[config.mk]
export PLATFORM = sky130hd
export DESIGN_NAME = shift_seq8
export DESIGN_NICKNAME = d
export VERILOG_FILES = /design/src/rtl/shift_seq8.sv
export SDC_FILE = /design/constraint.sdc
export NUM_CORES = 1
export LEC_CHECK = 0
export ABC_AREA = 1
export CAP_MARGIN = 20
export CORE_MARGIN = 2
export CORE_UTILIZATION = 35
export CTS_BUF_LIST = sky130_fd_sc_hd__clkbuf_16
export CTS_CLUSTER_DIAMETER = 40
export DETAILED_ROUTE_END_ITERATION = 10
export GPL_TIMING_DRIVEN = 0
export PLACE_DENSITY_LB_ADDON = 0.1
export SYNTH_ARGS = -nofsm -noshare
export SYNTH_HDL_FRONTEND = slang
export SYNTH_SLANG_ARGS = --single-unit
[constraint.sdc]
create_clock -name clk -period 4.7 [get_ports clk]
set_input_delay 0.705 -clock clk [delete_from_list [all_inputs] [get_ports clk]]
set_output_delay 0.705 -clock clk [all_outputs]
set_load 0.03 [all_outputs]
[src/rtl/shift_seq8.sv]
// Multi-cycle 8-bit shift sequencer: splits a 0..7-bit LSL/LSR/ASR request into steps of at most MAX_STEP bits.
// Optional build macro SHIFT_SEQ8_ROR_EN turns op=00 into rotate-right instead of NOP.
module shift_seq8 #(
  parameter int unsigned MAX_STEP = 3
) (
  input  logic       clk,
  input  logic       reset,
  input  logic       start,
  input  logic [1:0] op,
  input  logic [2:0] shamt,
  input  logic [7:0] d_in,
  output logic [7:0] d_out,
  output logic       busy,
  output logic       done
);

  typedef enum logic [1:0] {
    IDLE,
    SHIFT,
    DONE
  } state_t;

  localparam logic [1:0] OP_NOP = 2'b00;
  localparam logic [1:0] OP_LSL = 2'b01;
  localparam logic [1:0] OP_LSR = 2'b10;
  localparam logic [1:0] OP_ASR = 2'b11;

  state_t     state, state_n;
  logic [7:0] work, work_n;
  logic [1:0] op_r, op_n;
  logic [2:0] rem, rem_n;
  logic [7:0] dout_n;

  logic [1:0] step;
  logic [2:0] rem_left;
  logic [7:0] shifted;
  logic       passthru;

  // Single-cycle shift stage with a 2-bit shift amount.
  function automatic logic [7:0] shift_stage(input logic [7:0] v,
                                             input logic [1:0] o,
                                             input logic [1:0] amt);
    logic [7:0] r;
    r = v;
    case (o)
      OP_LSL:  r = v << amt;
      OP_LSR:  r = v >> amt;
      OP_ASR:  r = $signed(v) >>> amt;
`ifdef SHIFT_SEQ8_ROR_EN
      default: r = 8'({v, v} >> amt);
`else
      default: r = v;
`endif
    endcase
    return r;
  endfunction

  always_comb begin
`ifdef SHIFT_SEQ8_ROR_EN
    passthru = (shamt == 3'd0);
`else
    passthru = (shamt == 3'd0) || (op == OP_NOP);
`endif
  end

  always_comb begin
    step     = (rem > 3'(MAX_STEP)) ? 2'(MAX_STEP) : rem[1:0];
    rem_left = rem - {1'b0, step};
    shifted  = shift_stage(work, op_r, step);
  end

  always_comb begin
    state_n = state;
    work_n  = work;
    op_n    = op_r;
    rem_n   = rem;
    dout_n  = d_out;
    case (state)
      IDLE, DONE: begin
        state_n = IDLE;
        if (start) begin
          work_n = d_in;
          op_n   = op;
          rem_n  = shamt;
          if (passthru) begin
            state_n = DONE;
            dout_n  = d_in;
          end else begin
            state_n = SHIFT;
          end
        end
      end
      SHIFT: begin
        work_n = shifted;
        rem_n  = rem_left;
        if (rem_left == 3'd0) begin
          state_n = DONE;
          dout_n  = shifted;
        end
      end
      default: state_n = IDLE;
    endcase
  end

  always_ff @(posedge clk) begin
    if (reset) begin
      state <= IDLE;
      work  <= '0;
      op_r  <= '0;
      rem   <= '0;
      d_out <= '0;
    end else begin
      state <= state_n;
      work  <= work_n;
      op_r  <= op_n;
      rem   <= rem_n;
      d_out <= dout_n;
    end
  end

  always_comb begin
    busy = (state == SHIFT);
    done = (state == DONE);
  end

endmodule

==> results_dict.tcl <==
set metrics [dict create \
    status "completed" \
    end_kind "output port" \
    fp-row-count 24 \
    netlist.area_leader.share 0.287 \
    setup_viol_count_final 0 \
    drt_wl_total_mm 4.26 \
    synthCells 278 \
    wire_per_inst_um 11.9 \
    diodes 0 \
    placed_cells 355 \
    p_total_w 0.000684 \
    grt_antenna_before_repair 0 \
    cp.required_ns 3.99 \
    timing.final.crit_share 0.483 \
    powerDensity_mw_per_mm2 342 \
    cp_max_fo 5 \
    fin_cells 359 \
    async_flop_share 0 \
    cts_buffer_depth 2 \
    min_path_type "reg2reg" \
    track_usage 0.180 \
    multiInputGateArea_um2 916 \
    irDropWorstVdd_uv 191 \
    cts-root-buf "clkbuf_16" \
    clock_power_share 0.272 \
    dieArea_mm2 0.00514 \
    cts.sinks 23 \
    hold_buffers 0 \
    design_area_mm2 0.00200 \
    cts-buffers-inserted 3 \
    regToRegSetupSlack_ns 2.86 \
    ys_top_cells_by_count "82 x nand2_1, 47 x inv_1, 37 x nand3_1" \
    ys.flop_type "dfxtp_1" \
    worst_ep_arrival_time_ns 1.57 \
    max_freq_mhz 440 \
    drtIter0Drc 124 \
    comb_power_share 0.381 \
    ys_seq_area_frac 0.287 \
    core-area_mm2 0.00438 \
    yosysMostFrequentCell "nand2_1" \
    cts_tree "done" \
    ant_nets 0 \
    post_synth.cell_area_avg_um2 5.77 \
    clk_latency_ns 0.26 \
    ioPinCount 26 \
    cts_resized 0 \
    cts_setup_buffers 0 \
    p_int_w 0.000429 \
    first_pass_iters 4 \
    min_period_ns 2.27 \
    synth_seq_cells 23 \
    grt_pass1_wl_mm 7.37 \
    maxSlewViolCount 0 \
    cp-start-kind "flop" \
    synth.area.top_cells "dfxtp_1 29%, nand2_1 19%, nand3_1 12%" \
    via_per_inst 4.83 \
    clk_pin_slew_worst_paths_ns 0.06 \
    yosys_warnings 0 \
    regArea_um2 460 \
    yosysTopAreaCell "dfxtp_1" \
    area_delta_synth_final_pct 24.6 \
    switching_share 0.373 \
    p_leak_nw 1.04 \
    post_dp_cell_area_mm2 0.00192 \
    rsz0062_at_grt "false" \
    netlist_area_mm2 0.00161 \
    grt_overflow_total 0 \
    synth_edf_count 0 \
    cap_violations 0 \
    num-nets-final 325 \
    dp_hpwl_mm 3.30 \
    die_height_um 71.7 \
    seq_power_share 0.347 \
    grt_start_max_net_pins 13 \
    clock_skew_ns 0.00548 \
    synthesis.nets 295 \
    worst_pin_slew_ns 0.490 \
    h-tree-depth 1 \
    initial_core_util 0.366 \
    synth_cell_types 25 \
    fillers 491 \
    slew_headroom 0.673 \
    p_sw_w 0.000255 \
    via_count 1735 \
    crit_type "reg2out" \
    hold_viol_final 0 \
    drive_above_1_share 0.0651 \
    drc 0 \
    gp_congestion 0.904 \
    grt_pass1_vias 1598 \
    die_x_um 71.7 \
    port_buffers 25 \
    setup_tns_ns 0 \
]
==> kinds of logic (layout without fill, tap and decap cells) <==
kind of cell / Yosys count / after routing / share of synthesized area
adder cells (fa/ha/maj): 1 / 1 / 0.00779
flip-flops: 23 / 23 / 0.287
AO/OA/AOI/OAI: 38 / 38 / 0.124
buffers and inverters: 56 / 85 / 0.143
XOR/XNOR: 1 / 1 / 0.00546
AND/OR/NAND/NOR: 159 / 159 / 0.433
==> final timing paths <==
| path | cells after the start | from | endpoint |
|---|---|---|---|
| worst min-delay path | 2 | op_r[0]$_SDFFE_PP0P_ | op_r[0]$_SDFFE_PP0P_ |
| worst min register to register | 2 | op_r[0]$_SDFFE_PP0P_ | op_r[0]$_SDFFE_PP0P_ |
| worst max-delay path | 3 | state[0]$_SDFFE_PP0P_ | busy |
| worst max register to register | 12 | rem[0]$_SDFFE_PP0P_ | d_out[4]$_SDFFE_PP0P_ |
==> power groups by stage <==
stage | sequential, W | clock [W] | combinational (W)
after floorplan | 0.000256 | 0 | 0.000165
after global placement | 0.000241 | 0 | 0.000260
after detailed placement | 0.000241 | 0 | 0.000259
after CTS | 0.000237 | 0.000190 | 0.000261
after global routing | 0.000241 | 0.000200 | 0.000296
final | 0.000237 | 0.000186 | 0.000260
==> critical path: stages (launching register included) <==
cell	delay, ns
dfxtp_1	0.35
nand2_1	0.07
inv_1	0.18
clkdlybuf4s50_1	0.71
==> stage by stage <==
stage          hold slack (ns)  setup slack (ns)   util
2_1_floorplan            0.494              3.06      -
3_3_place_gp             0.535              2.29  0.438
3_5_place_dp             0.543              2.31  0.438
4_1_cts                  0.556              2.43  0.456
5_1_grt                  0.599              2.36  0.456
6_report                 0.555              2.43  0.456
==> cell usage in the layout (no fill, tap or decap), types with 3 or more instances in the layout <==
master            n
a21oi_1          13
clkbuf_16         3
clkdlybuf4s50_1  25
dfxtp_1          23
inv_1            48
nand2_1          82
nand2_2           3
nand3_1          37
nor2_1           26
nor2_2            4
nor2_4            3
o21ai_0          20
==> state kept, by name, indices dropped and copies added, names as in the netlist <==
name and flops:
work 8, op_r 2, d_out 8, rem 3, state 2
==> routing by layer <==
layer  part of all wire  global-route usage  vias up
li1                   -                   -      931
met2               0.42               0.278       46
met4              0.018              0.0440        0
met3              0.043              0.0295        7
met1               0.52               0.262      751
met5                  0                   0        -
==> layout make-up <==
| class | count | area share |
|---|---|---|
| Multi-Input combinational cell | 199 | 0.458 |
| Sequential cell | 23 | 0.230 |
| Timing Repair Buffer | 25 | 0.125 |
| Inverter | 49 | 0.0932 |
| Clock buffer | 3 | 0.0375 |
| Tap cell | 52 | 0.0325 |
| Buffer | 7 | 0.0213 |
| Clock inverter | 1 | 0.00188 |
Note: power is estimated with default switching activity, not from simulation.
